### src/rtl/ce_sched_pkg.sv
`default_nettype none
// ============================================================================
//  Module      : ce_sched_pkg
//  Description : Shared types and constants for the fractional clock-enable
//                scheduler (FSM state enum, ratio struct, channel indices).
//  Revision    : 1.0 - initial release
// ============================================================================
package ce_sched_pkg;

  // Scheduler run state: free-running, halted on a channel-0 boundary,
  // or running exactly one channel-0 period before halting again.
  typedef enum logic [1:0] {
    ST_RUN    = 2'd0,
    ST_PAUSED = 2'd1,
    ST_STEP   = 2'd2
  } state_t;

  // Fixed channel roles.
  localparam int CH_CPU = 0;
  localparam int CH_PPU = 1;
  localparam int CH_DSP = 2;

  // Accumulator width: one bit wider than the ratio fields so acc + OUT can
  // never wrap (acc < IN <= 2^32-1 and OUT <= 2^32-1).
  localparam int ACC_W = 33;

  // One clock ratio: OUT_CLK / IN_CLK.
  typedef struct packed {
    logic [31:0] in_clk;
    logic [31:0] out_clk;
  } ratio_t;

endpackage : ce_sched_pkg
`default_nettype wire

### src/rtl/ce_sched_chan.sv
`default_nettype none
// ============================================================================
//  Module      : ce_sched_chan
//  Description : One fractional clock-enable channel. Accumulates OUT_CLK per
//                advancing cycle and fires CE whenever the sum reaches
//                IN_CLK. Holds an active and a shadow ratio; a shadow write is
//                applied on the channel's own CE edge so the output never
//                glitches mid-period.
//  Revision    : 1.0 - initial release
// ============================================================================
module ce_sched_chan
  import ce_sched_pkg::*;
#(
  parameter logic [31:0] DEF_IN_CLK  = 32'd21477270,
  parameter logic [31:0] DEF_OUT_CLK = 32'd3579545
) (
  input  logic   i_clk,
  input  logic   i_rst_n,
  input  logic   i_adv,      // channel advances this cycle (RUN/STEP)
  input  logic   i_sync,     // zero the accumulator and CE
  input  logic   i_wr,       // shadow ratio write strobe
  input  ratio_t i_wr_data,  // shadow ratio write data
  output logic   o_ce,       // registered clock enable
  output logic   o_pend,     // shadow ratio waiting to be applied
  output logic   o_fire,     // CE will assert on the coming edge
  output logic   o_dis       // active IN_CLK is zero
);

  ratio_t           r_active;
  ratio_t           r_shadow;
  logic [ACC_W-1:0] r_acc;
  logic             r_pend;
  logic             r_ce;

  logic [ACC_W-1:0] w_sum;
  logic [ACC_W-1:0] w_in_ext;
  logic             w_dis;
  logic             w_fast;
  logic             w_fire;
  logic             w_apply;

  // Fire / apply decision for the coming edge.
  always_comb begin
    w_in_ext = {1'b0, r_active.in_clk};
    w_sum    = r_acc + {1'b0, r_active.out_clk};
    w_dis    = (r_active.in_clk == 32'd0);
    // OUT >= IN fires every advancing cycle with the accumulator pinned at 0.
    w_fast   = (r_active.out_clk >= r_active.in_clk);
    w_fire   = i_adv && !i_sync && !w_dis && (w_sum >= w_in_ext);
    // Apply on the CE edge; a disabled or paused channel has no CE edge to
    // wait for, so it applies on the next edge instead. SYNC defers it.
    w_apply  = r_pend && !i_sync && (w_fire || w_dis || !i_adv);
  end

  // Accumulator, CE, active/shadow ratio and pending flag.
  always_ff @(posedge i_clk or negedge i_rst_n) begin
    if (!i_rst_n) begin
      r_active <= '{in_clk: DEF_IN_CLK, out_clk: DEF_OUT_CLK};
      r_shadow <= '{in_clk: DEF_IN_CLK, out_clk: DEF_OUT_CLK};
      r_acc    <= '0;
      r_pend   <= 1'b0;
      r_ce     <= 1'b0;
    end else begin
      if (i_sync) begin
        r_acc <= '0;
        r_ce  <= 1'b0;
      end else if (w_apply) begin
        // Apply replaces this edge's accumulator update; CE still reports
        // the fire decided under the old ratio.
        r_active <= r_shadow;
        r_acc    <= '0;
        r_ce     <= w_fire;
      end else if (i_adv && !w_dis) begin
        r_ce <= w_fire;
        if (w_fast) begin
          r_acc <= '0;
        end else if (w_fire) begin
          r_acc <= w_sum - w_in_ext;
        end else begin
          r_acc <= w_sum;
        end
      end else begin
        r_ce <= 1'b0;
        if (w_dis) begin
          r_acc <= '0;
        end
      end

      // A write landing on the apply edge wins: the old shadow goes active
      // and the new data stays pending for the next apply.
      if (i_wr) begin
        r_shadow <= i_wr_data;
        r_pend   <= 1'b1;
      end else if (w_apply) begin
        r_pend <= 1'b0;
      end
    end
  end

  assign o_ce   = r_ce;
  assign o_pend = r_pend;
  assign o_fire = w_fire;
  assign o_dis  = w_dis;

endmodule : ce_sched_chan
`default_nettype wire

### src/rtl/ce_scheduler.sv
`default_nettype none
// ============================================================================
//  Module      : ce_scheduler
//  Description : Multi-channel fractional clock-enable scheduler. Drives one
//                CE per core from the master clock, with run-time ratio
//                reconfiguration, pause / single-step on channel-0
//                boundaries and a global phase sync.
//  Revision    : 1.0 - initial release
// ============================================================================
module ce_scheduler
  import ce_sched_pkg::*;
#(
  parameter int          NCH         = 3,
  parameter logic [31:0] DEF_IN_CLK  = 32'd21477270,
  parameter logic [31:0] DEF_OUT_CLK = 32'd3579545
) (
  input  logic                 i_clk,
  input  logic                 i_rst_n,
  input  logic                 i_cfg_we,
  input  logic [$clog2(NCH):0] i_cfg_sel,
  input  logic [31:0]          i_cfg_in_clk,
  input  logic [31:0]          i_cfg_out_clk,
  output logic                 o_cfg_busy,
  input  logic                 i_pause_req,
  input  logic                 i_step,
  input  logic                 i_sync,
  output logic                 o_paused,
  output logic [NCH-1:0]       o_ce
);

  localparam int SEL_W = $clog2(NCH) + 1;

  state_t           r_state;
  state_t           w_state_nxt;
  logic             w_adv;
  logic [NCH-1:0]   w_wr;
  logic [NCH-1:0]   w_pend;
  logic [NCH-1:0]   w_fire;
  logic [NCH-1:0]   w_dis;
  logic [NCH-1:0]   w_ce;
  ratio_t           w_wr_data;
  logic             w_ch0_edge;

  // Config write decode; selects at or above NCH hit no channel.
  always_comb begin
    w_wr_data = '{in_clk: i_cfg_in_clk, out_clk: i_cfg_out_clk};
    w_wr      = '0;
    for (int i = 0; i < NCH; i++) begin
      w_wr[i] = i_cfg_we && (i_cfg_sel == SEL_W'(i));
    end
  end

  // State register.
  always_ff @(posedge i_clk or negedge i_rst_n) begin
    if (!i_rst_n) begin
      r_state <= ST_RUN;
    end else begin
      r_state <= w_state_nxt;
    end
  end

  // Next state and channel advance. A disabled channel 0 has no CE, so every
  // edge counts as a channel-0 boundary.
  always_comb begin
    w_state_nxt = r_state;
    w_adv       = (r_state == ST_RUN) || (r_state == ST_STEP);
    w_ch0_edge  = w_fire[CH_CPU] || w_dis[CH_CPU];
    if (!i_sync) begin
      case (r_state)
        ST_RUN: begin
          if (i_pause_req && w_ch0_edge) begin
            w_state_nxt = ST_PAUSED;
          end
        end
        ST_PAUSED: begin
          if (i_step) begin
            w_state_nxt = ST_STEP;
          end else if (!i_pause_req) begin
            w_state_nxt = ST_RUN;
          end
        end
        ST_STEP: begin
          if (w_ch0_edge) begin
            w_state_nxt = i_pause_req ? ST_PAUSED : ST_RUN;
          end
        end
        default: begin
          w_state_nxt = ST_RUN;
        end
      endcase
    end
  end

  genvar g;
  generate
    for (g = 0; g < NCH; g++) begin : g_chan
      ce_sched_chan #(
        .DEF_IN_CLK  (DEF_IN_CLK),
        .DEF_OUT_CLK (DEF_OUT_CLK)
      ) u_chan (
        .i_clk     (i_clk),
        .i_rst_n   (i_rst_n),
        .i_adv     (w_adv),
        .i_sync    (i_sync),
        .i_wr      (w_wr[g]),
        .i_wr_data (w_wr_data),
        .o_ce      (w_ce[g]),
        .o_pend    (w_pend[g]),
        .o_fire    (w_fire[g]),
        .o_dis     (w_dis[g])
      );
    end
  endgenerate

  assign o_ce       = w_ce;
  assign o_cfg_busy = |w_pend;
  assign o_paused   = (r_state == ST_PAUSED);

endmodule : ce_scheduler
`default_nettype wire

### config.mk
export PLATFORM = sky130hd
export DESIGN_NAME = ce_scheduler
export DESIGN_NICKNAME = d
export VERILOG_FILES = /design/src/rtl/ce_sched_pkg.sv /design/src/rtl/ce_sched_chan.sv /design/src/rtl/ce_scheduler.sv
export SDC_FILE = /design/constraint.sdc
export NUM_CORES = 1
export LEC_CHECK = 0
export ABC_AREA = 0
export CORE_MARGIN = 2
export CORE_UTILIZATION = 60
export DETAILED_ROUTE_END_ITERATION = 7
export GPL_TIMING_DRIVEN = 0
export PLACE_DENSITY_LB_ADDON = 0.2
export SETUP_SLACK_MARGIN = 0.4
export SLEW_MARGIN = 20
export SYNTH_ARGS = -nofsm -noshare
export SYNTH_HDL_FRONTEND = slang
export SYNTH_SLANG_ARGS = --single-unit
### constraint.sdc
create_clock -name i_clk -period 7.45 [get_ports i_clk]
set_input_delay 0.745 -clock i_clk [delete_from_list [all_inputs] [get_ports i_clk]]
set_output_delay 0.745 -clock i_clk [all_outputs]
set_load 0.005 [all_outputs]
Yosys cells after proc, flatten, opt, wreduce, memory -nomap -nowiden
Index checks and enable logic that the tools add are counted.

word-level totals
  flip-flop bits (word level) = 491
  input bits = 73
  output and inout port bits = 5

cells by class
  add/sub/neg operators = 6
  magnitude comparators = 6
  equality and inequality tests = 7
  mux-type cells = 39
  bitwise gates (word level) = 1
  reductions and logical operators = 48

operators by type and width
  operator                                                          count
  33-bit 2-to-1 mux                                                 18
  33-bit by 32-bit adder with 33-bit output                         3
  33-bit by 32-bit greater-or-equal comparator with 1-bit output    3
  33-bit by 32-bit subtractor with 33-bit output                    3
  32-bit greater-or-equal comparator                                3
  32-bit logical NOT                                                3
  1-bit logical AND                                                 20
  1-bit 2-to-1 mux                                                  16
  4-bit nonzero test                                                3
  2-bit 2-to-1 mux                                                  4
  1-bit logical OR                                                  7
  2-bit case mux with 3 select lines                                1
  2-bit AND reduction                                               3
  2-bit nonzero test                                                3
  1-bit logical NOT                                                 5
  4-bit AND reduction                                               1
  3-bit by 1-bit == test with 1-bit output (second input constant)  1
  3-bit by 2-bit == test with 1-bit output (second input constant)  1
  3-bit logical NOT                                                 1
  3-bit inequality test (second input constant)                     1
  3-bit OR reduction                                                1
  2-bit by 1-bit == test with 1-bit output (second input constant)  1
  2-bit == test (second input constant)                             1
  2-bit logical NOT                                                 1
  other kinds (3)                                                   3

Depth between registers and ports, before layout
Gate-level depths: netlist (run 1).

  word-level depth = 10
  depth in mapped cells = 24
  depth with buffers taken out = 22

By module
From an unflattened synthesis (run 1), not the netlist that was laid out.

unflattened totals
  cells, all modules = 3,134
  area total of the unflattened synthesis = 32,537.5 µm²

by module, submodules not included
  module                            times used  cells an instance  area each (µm²)
  ce_sched_chan (g_chan[0].u_chan)  1           1,060              11,075.6
  ce_sched_chan (g_chan[2].u_chan)  1           1,047              10,998.0
  ce_sched_chan (g_chan[1].u_chan)  1           1,011              10,304.9
  ce_scheduler                      1           16                 158.9

Worst setup path after synthesis (run 1)
OpenSTA, ideal clock, no wires.

  path kind = register to register
  start = reg g_chan[2].u_chan.r_acc[1]
  end = reg g_chan[2].u_chan.r_acc[8]
  arrival time = 5,238 ps
  setup slack = 2,136 ps
  cell stages (with the launch flop) = 22
  period minus slack after synthesis = 5,314 ps
  path through = dfrtp_1 > ha_1 > a21o_1 > a21oi_1 > o21ai_0 > a221o_1 > a311oi_1 > o21ai_0 > a31oi_1 > xnor2_1 > ha_1 > a21o_1 > a2111o_1 > a31o_1 > a21oi_1 > a2bb2oi_1 > o311a_2 > a22o_4 > a311oi_2 > a2111o_1 > buf_2 > o21ai_1

between the ends
  longest elaborated chain between the ends = 8
  elaborated cells on any way between the ends = 13
  classes of those cells = add/sub: 2; order compare: 1; mux: 5; reduce/logical: 5

RTL lines
  item                                                            line                                      source
  start, declared                                                 ce_sched_chan.sv:31                       logic [ACC_W-1:0] r_acc;
  start signal, assigned                                          ce_sched_chan.sv:78                       r_acc <= w_sum - w_in_ext;
  start signal, assigned                                          ce_sched_chan.sv:80                       r_acc <= w_sum;
  33-bit by 32-bit adder with 33-bit output (*)                   ce_sched_chan.sv:45                       w_sum = r_acc + {1'b0, r_active.out_clk};
  33-bit by 32-bit greater-or-equal comparator with 1-bit output  ce_sched_chan.sv:49                       w_fire = i_adv && !i_sync && !w_dis && (w_sum >= w_in_ext);
  1-bit logical AND                                               ce_sched_chan.sv:49
  33-bit 2-to-1 mux / 1-bit logical OR (equally long branches)    ce_sched_chan.sv:77, ce_sched_chan.sv:52
  33-bit 2-to-1 mux / 1-bit logical OR (equally long branches)    ce_sched_chan.sv:75, ce_sched_chan.sv:52
  33-bit 2-to-1 mux / 1-bit logical AND (equally long branches)   ce_sched_chan.sv:73, ce_sched_chan.sv:52
  33-bit 2-to-1 mux                                               ce_sched_chan.sv:67                       end else if (w_apply) begin
  33-bit 2-to-1 mux                                               ce_sched_chan.sv:64                       if (i_sync) begin

Mark *: on every way between the ends. The rest lies on a longest branch, timed or not.
A chain may end at the register's enable or synchronous reset.

Final worst setup path (run 1)
  start = reg g_chan[2].u_chan.r_acc[1]
  end = reg g_chan[2].u_chan.r_acc[0]

between the ends
  longest elaborated chain between the ends = 8
  elaborated cells on any way between the ends = 12
  classes of those cells = add/sub: 1; order compare: 1; mux: 5; reduce/logical: 5

RTL lines
  item                                                                line
  33-bit by 32-bit adder with 33-bit output (*)                       ce_sched_chan.sv:45
  33-bit by 32-bit greater-or-equal comparator with 1-bit output (*)  ce_sched_chan.sv:49
  1-bit logical AND (*)                                               ce_sched_chan.sv:49
  33-bit 2-to-1 mux / 1-bit logical OR (equally long branches)        ce_sched_chan.sv:77, ce_sched_chan.sv:52
  33-bit 2-to-1 mux / 1-bit logical OR (equally long branches)        ce_sched_chan.sv:75, ce_sched_chan.sv:52
  33-bit 2-to-1 mux / 1-bit logical AND (equally long branches)       ce_sched_chan.sv:73, ce_sched_chan.sv:52
  33-bit 2-to-1 mux                                                   ce_sched_chan.sv:67
  33-bit 2-to-1 mux                                                   ce_sched_chan.sv:64

Marks and branches as above.

==> impl_metrics.py, run 1 <==
metrics = {
    "status": {
        "status": "complete, no violations",
    },
    "routing": {
        "vias": 24700,
        "ant_nets": 0,
        "firstDrtPassIters": 5,
        "drc_errors": 0,
        "avgViaCountPerCell": 6.34,
        "drtIter0Drc": 1923,
        "wirelength_um": 89200,
        "wl_per_cell_um": 22.9,
    },
    "timing": {
        "slew_violations": 0,
        "finalHoldViolCount": 0,
        "rsz0062_at_grt": "no",
        "fmax_mhz": 148,
        "relSlewSlack": 0.244,
        "fin_crit_ns": 6.73,
        "tightest_slew_ns": 1.12,
        "period_share": 0.904,
        "setup_viol": 0,
        "finClkSkew_ns": 0.0150,
        "hold_ws_ns": 0.0933,
    },
    "layout": {
        "synthToLayoutAreaGrowth_pct": 11.5,
        "fill_cells": 3800,
        "nets": 3544,
        "diodes": 0,
        "final_cells": 3900,
        "multi_input_area_um2": 17900,
        "seq_area_um2": 12500,
        "drive_gt1_frac": 0.193,
    },
    "global_routing": {
        "grt_pass1_vias": 25300,
        "grt_use_total": 0.332,
        "antenna_found_initial": 8,
        "grt_pass1_wl_um": 140000,
        "grt_max_degree": 109,
        "grt_overflow": 0,
    },
    "setup_path": {
        "required_ns": 8.00,
        "cp_max_fo": 9,
        "crit_arrival_ns": 7.28,
        "startpoint_type": "register",
        "worstSetupEndpointType": "register",
        "path_class": "reg2reg",
        "r2r_slack_ns": 0.72,
    },
    "cts": {
        "postCtsSetupBuffers": 0,
        "h-tree-depth": 2,
        "clockBufferDepth": 3,
        "root_buffer": "clkbuf_16",
        "cts_num_sinks": 491,
        "cts_tree": "built",
        "cts_buffers": 52,
        "clock_latency_ns": 0.62,
        "path_clk_slew_ns": 0.06,
    },
    "floorplanning": {
        "die_area_um2": 54400,
        "core_um2": 51600,
        "start_util": 0.611,
        "die_height_um": 233,
        "pin_count": 78,
        "die_x_um": 233,
        "rows": 83,
    },
    "yosys": {
        "synth_area_per_cell_um2": 10.4,
        "synth_seq_cells": 491,
        "netlist_area_um2": 31500,
        "synthFlopType": "dfrtp_1",
        "syn_inst": 3041,
        "ys_warn_count": 0,
        "async_flop_share": 1.00,
        "synth_nets": 3408,
        "synth_edf_count": 0,
        "synth.yosys.seq_area_share": 0.397,
        "yosys.cell_types.count": 92,
    },
    "placement": {
        "port_buffers": 77,
        "hpwl_um": 69600,
        "placedCellCount": 3803,
        "place_congestion": 0.934,
    },
    "hold_path": {
        "hp-class": "in2async",
    },
    "job": {
        "drv_cap": 0,
    },
}
-- metrics by stage --
stage / setup WS (ns) / TNS (ns) / area (um2) / utilization
global placement: -15.09 / -6313.87 / 33100 / 0.642
CTS: 0.874 / 0 / 35100 / 0.680
detailed placement: 0.907 / 0 / 33300 / 0.645
finish: 0.716 / 0 / 35100 / 0.680
global route: 0.432 / 0 / 35100 / 0.680
floorplan: 2.14 / 0 / 31500 / -
-- flip-flops by register name, summed over array words and instances (netlist names) --
signal / cells
r_state: 2
g_chan.u_chan.o_pend: 3
g_chan.u_chan.o_ce: 3
g_chan.u_chan.r_shadow: 192
g_chan.u_chan.r_acc: 99
g_chan.u_chan.r_active: 192
-- repair_timing --
item                       CTS  global route
hold buffers                 0             0
resized for setup            0             1
setup endpoints to repair    0             5
-- synthesized netlist by cell type, types with 72 or more instances --
cell,number,area [um2]
o21ai_0,193,966
nand2_1,227,852
xnor2_1,114,998
dfstp_2,168,4410
mux2_2,281,3160
mux2_1,72,811
mux2i_1,88,881
ha_1,288,3600
a21o_1,117,878
dfrtp_1,323,8080
nor2_1,111,417
a21oi_1,204,1020
inv_1,165,619
-- kinds of logic (layout without fill, tap and decap cells) --
kind of cell	Yosys count	after routing	share of synthesized area
buffers and inverters	257	436	0.0347
adder cells (fa/ha/maj)	294	294	0.118
multiplexers	441	441	0.154
flip-flops	491	491	0.397
AO/OA/AOI/OAI	791	791	0.159
AND/OR/NAND/NOR	605	605	0.0926
XOR/XNOR	162	162	0.0453
-- final cells by class --
cell class              instances  area share
clock buffers                  65      0.0408
plain buffers                  92      0.0135
repair buffers                 82      0.0260
inverters                     165      0.0176
flip-flops and latches        491       0.356
multi-input cells            2293       0.511
well taps                     680      0.0242
clock inverters                32      0.0115
-- critical path, stage by stage, from the launching register on --
cell and delay (ns):
dfrtp_1 0.42, ha_1 0.31, a21o_1 0.18, a21oi_1 0.30, o21ai_0 0.21, a221o_1 0.43
a311oi_1 0.60, o21ai_0 0.24, a31oi_1 0.32, xnor2_1 0.20, ha_1 0.32, a21o_1 0.22
a2111o_1 0.48, a31o_1 0.23, a21oi_1 0.20, a2bb2oi_1 0.20, o311a_2 0.25, a22o_4 0.15
a311oi_2 0.21, a2111oi_0 0.96, a22o_1 0.25
-- final timing paths --
path | start | end | depth (start not counted)
worst max-delay path | g_chan[2].u_chan.r_acc[1] | g_chan[2].u_chan.r_acc[0] | 20
worst max register to register | g_chan[2].u_chan.r_acc[1] | g_chan[2].u_chan.r_acc[0] | 20
min in group i_clk | g_chan[1].u_chan.r_shadow[19] | g_chan[1].u_chan.r_active[19] | 1
worst min-delay path | i_rst_n | g_chan[2].u_chan.r_acc[6] | 1
worst min register to register | g_chan[1].u_chan.r_shadow[19] | g_chan[1].u_chan.r_active[19] | 1
max in group asynchronous | i_rst_n | g_chan[1].u_chan.r_shadow[54] | 4
-- per-layer routing --
layer,wire [um],track usage,part of all wire,vias to the layer above
li1,-,-,-,11300
met1,37000,0.427,0.42,12300
met2,42100,0.557,0.47,854
met3,6450,0.0618,0.072,203
met4,3620,0.127,0.041,0
met5,0,0,0,-
-- cell usage in the layout (no fill, tap or decap), drive strengths merged, types with 111 or more instances in the layout --
cell and count:
ha 288, xnor2 115, o21ai 244, dfrtp 323
mux2 353, clkbuf 116, nand2 227, a21o 117
dfstp 168, inv 171, a21oi 205, nor2 111
Power of run 1 is not shown: default switching activity piles up to over one toggle a cycle in this logic, so the estimate is an artifact.
==> run 2, diff against run 1 <==
==> constraint.sdc (replaced) <==
create_clock -name i_clk -period 7.45 [get_ports i_clk]
set_input_delay 0.745 -clock i_clk [delete_from_list [all_inputs] [get_ports i_clk]]
set_output_delay 0.745 -clock i_clk [all_outputs]
set_load 0.01 [all_outputs]
==> results of run 2 <==
No change in the layout: final DEF, timing and power equal those of run 1.
Power of run 2 is left out for the same reason.
==> run 3, diff against run 2 <==
--- a/config.mk
+++ b/config.mk
@@ -10,9 +10,9 @@
 export CORE_UTILIZATION = 60
 export DETAILED_ROUTE_END_ITERATION = 7
 export GPL_TIMING_DRIVEN = 0
-export PLACE_DENSITY_LB_ADDON = 0.2
+export HOLD_SLACK_MARGIN = 0.05
+export PLACE_DENSITY_LB_ADDON = 0.25
 export SETUP_SLACK_MARGIN = 0.4
-export SLEW_MARGIN = 20
 export SYNTH_ARGS = -nofsm -noshare
 export SYNTH_HDL_FRONTEND = slang
 export SYNTH_SLANG_ARGS = --single-unit
==> run 3 against run 2 <==
Count of clock-buffer cells in the layout increased by 14. Critical path depth increased by 2. Final cell count about the same. Non-clock buffer count decreased by 1. Die area unchanged. Highest routed layer is now met5. Sequential cell count unchanged. Setup slack improved by 0.11 ns. Global-route usage decreased by 0.71 points. Sequential share of layout area increased by 0.18 points. First-iteration DRC count decreased by 5.3%. Via count decreased by 0.15%. Maximum frequency increased by 1.6%.
==> impl_metrics.py, run 3 (synthesized netlist as in run 1, its figures left out) <==
metrics = {
    "layout": {
        "multi_input_area_um2": 17900,
        "layout.cells.most_common": "dfrtp_1",
        "diodes": 0,
        "synthToLayoutAreaGrowth_pct": 10.9,
        "final_cell_mix": "dfrtp_1, ha_1, mux2_2, nand2_1, a21oi_1",
        "reg.largest.list": "g_chan.u_chan.r_active x192, g_chan.u_chan.r_shadow x192, g_chan.u_chan.r_acc x99",
        "fill_cells": 3897,
        "seq_area_um2": 12500,
        "drive_gt1_frac": 0.189,
        "nets": 3542,
    },
    "cts": {
        "cts_buffers": 51,
        "cts_num_sinks": 491,
        "postCtsSetupBuffers": 0,
        "path_clk_slew_ns": 0.06,
        "root_buffer": "clkbuf_16",
        "cts_tree": "built",
        "clockBufferDepth": 3,
        "h-tree-depth": 2,
        "clock_latency_ns": 0.61,
        "holdBufCountCts": 0,
    },
    "timing": {
        "slew_violations": 0,
        "fin_crit_ns": 6.63,
        "finalHoldViolCount": 0,
        "finClkSkew_ns": 0.0296,
        "period_share": 0.890,
        "finalSetupTns_ns": 0,
        "tightest_slew_ns": 1.19,
        "rsz0062_at_grt": "no",
        "relSlewSlack": 0.202,
        "fmax_mhz": 151,
        "setup_viol": 0,
        "hold_ws_ns": 0.0703,
    },
    "status": {
        "status": "complete, no violations",
    },
    "setup_path": {
        "critPathLaunch": "g_chan[2].u_chan.r_active[1]",
        "cpPeakStageDelay_ns": 0.60,
        "r2r_slack_ns": 0.82,
        "cp_slowest_cell": "a311oi_1",
        "worstSetupEndpointType": "register",
        "path_class": "reg2reg",
        "required_ns": 7.95,
        "cp_max_fo": 10,
        "crit_path_cell_trace": "ha_1 > a21o_1 > a21oi_1 > o21ai_0 > a221o_1 > a311oi_1 > nor2_1 > nand4bb_1 > a31oi_1 > xnor2_1 > ha_1 > and3_1 > nand2_1 > nor3_1 > a31oi_1 > nor3b_1 > a22o_4 > a311oi_4 > buf_2 > buf_2 > nand2_1 > o21ai_0",
        "worstRegToRegCells": 22,
        "path_buf_inv": 2,
        "crit_family": "compound AO/OA/AOI/OAI gates",
        "crit_arrival_ns": 7.13,
        "reg2reg_to": "g_chan[2].u_chan.r_active[51]",
        "reg2reg_from": "g_chan[2].u_chan.r_active[1]",
        "startpoint_type": "register",
    },
    "floorplanning": {
        "start_util": 0.611,
        "die_x_um": 233,
        "pin_count": 78,
        "die_height_um": 233,
        "core_um2": 51600,
        "rows": 83,
        "die_area_um2": 54400,
    },
    "routing": {
        "drtIter0Drc": 1821,
        "ant_nets": 0,
        "wirelength_um": 87900,
        "drc_errors": 0,
        "vias": 24700,
        "wl_per_cell_um": 22.5,
        "avgViaCountPerCell": 6.33,
        "firstDrtPassIters": 5,
    },
    "global_routing": {
        "antenna_found_initial": 12,
        "grt_pass1_vias": 25100,
        "grt_max_degree": 133,
        "met2_usage": 0.532,
        "grt_most_used_layer": "met2",
        "grt_use_total": 0.325,
        "grt_util_met3": 0.0526,
        "grt_pass1_wl_um": 137000,
        "grtUsageMet1": 0.427,
        "grt_overflow": 0,
    },
    "placement": {
        "place_congestion": 0.975,
        "hpwl_um": 68600,
        "port_buffers": 77,
    },
    "hold_path": {
        "hp-class": "in2async",
    },
    "job": {
        "drv_cap": 0,
    },
}
[run 3: changes by cell type in the layout (fill, tap and decap cells not counted), sizes merged]
cell      change
clkbuf       +14
bufinv        -6
buf           -1
clkinvlp      -5
clkinv        -1
inv           -3
[run 3: repair_timing]
item                       in CTS  in global routing
setup endpoints to repair       0                 54
resized for setup               0                  2
hold endpoints to repair        0                  0
[run 3: area by class of cell]
cell class	count	area share
buffer	92	0.0136
clock buffer	79	0.0436
clock inverter	17	0.00440
inverter	165	0.0177
multi-input combinational	2293	0.513
sequential	491	0.358
tap	680	0.0244
timing repair buffer	81	0.0254
[run 3: per-layer routing]
layer / vias to the layer above / wire, um
met2: 901 / 40600
li1: 11400 / -
met5: - / 54
met3: 207 / 6080
met1: 12200 / 37200
met4: 8 / 3910
[run 3: through the flow]
stage	utilization	area (um2)	setup WS, ns	cells
global route	0.677	34900	0.404	3898
detailed placement	0.644	33200	0.762	3802
finish	0.677	34900	0.822	3898
global placement	0.642	33100	-15.14	3798
CTS	0.677	34900	0.726	3898
floorplan	-	31500	2.14	3041
[run 3: worst max-delay path by stage]
stage | end | slack, ns | depth (start not counted)
finish | g_chan[2].u_chan.r_active[51] | 0.82 | 22
global route | g_chan[0].u_chan.r_acc[18] | 0.40 | 23
CTS | g_chan[2].u_chan.r_active[55] | 0.73 | 23
detailed placement | g_chan[2].u_chan.r_acc[12] | 0.76 | 21
global placement | g_chan[0].u_chan.r_acc[25] | -15.14 | 1
floorplan | g_chan[2].u_chan.r_acc[8] | 2.14 | 21
[run 3: worst reg2reg max path: cells and delay by family (launching register included)]
kind                     cells  cell delay, ns
buffers and inverters        2            0.65
adder cells (fa/ha/maj)      2            0.66
flip-flops                   1            0.43
AO/OA/AOI/OAI               10            3.08
XOR/XNOR                     1            0.18
AND/OR/NAND/NOR              7            1.54
Power of run 3 is left out for the same reason.
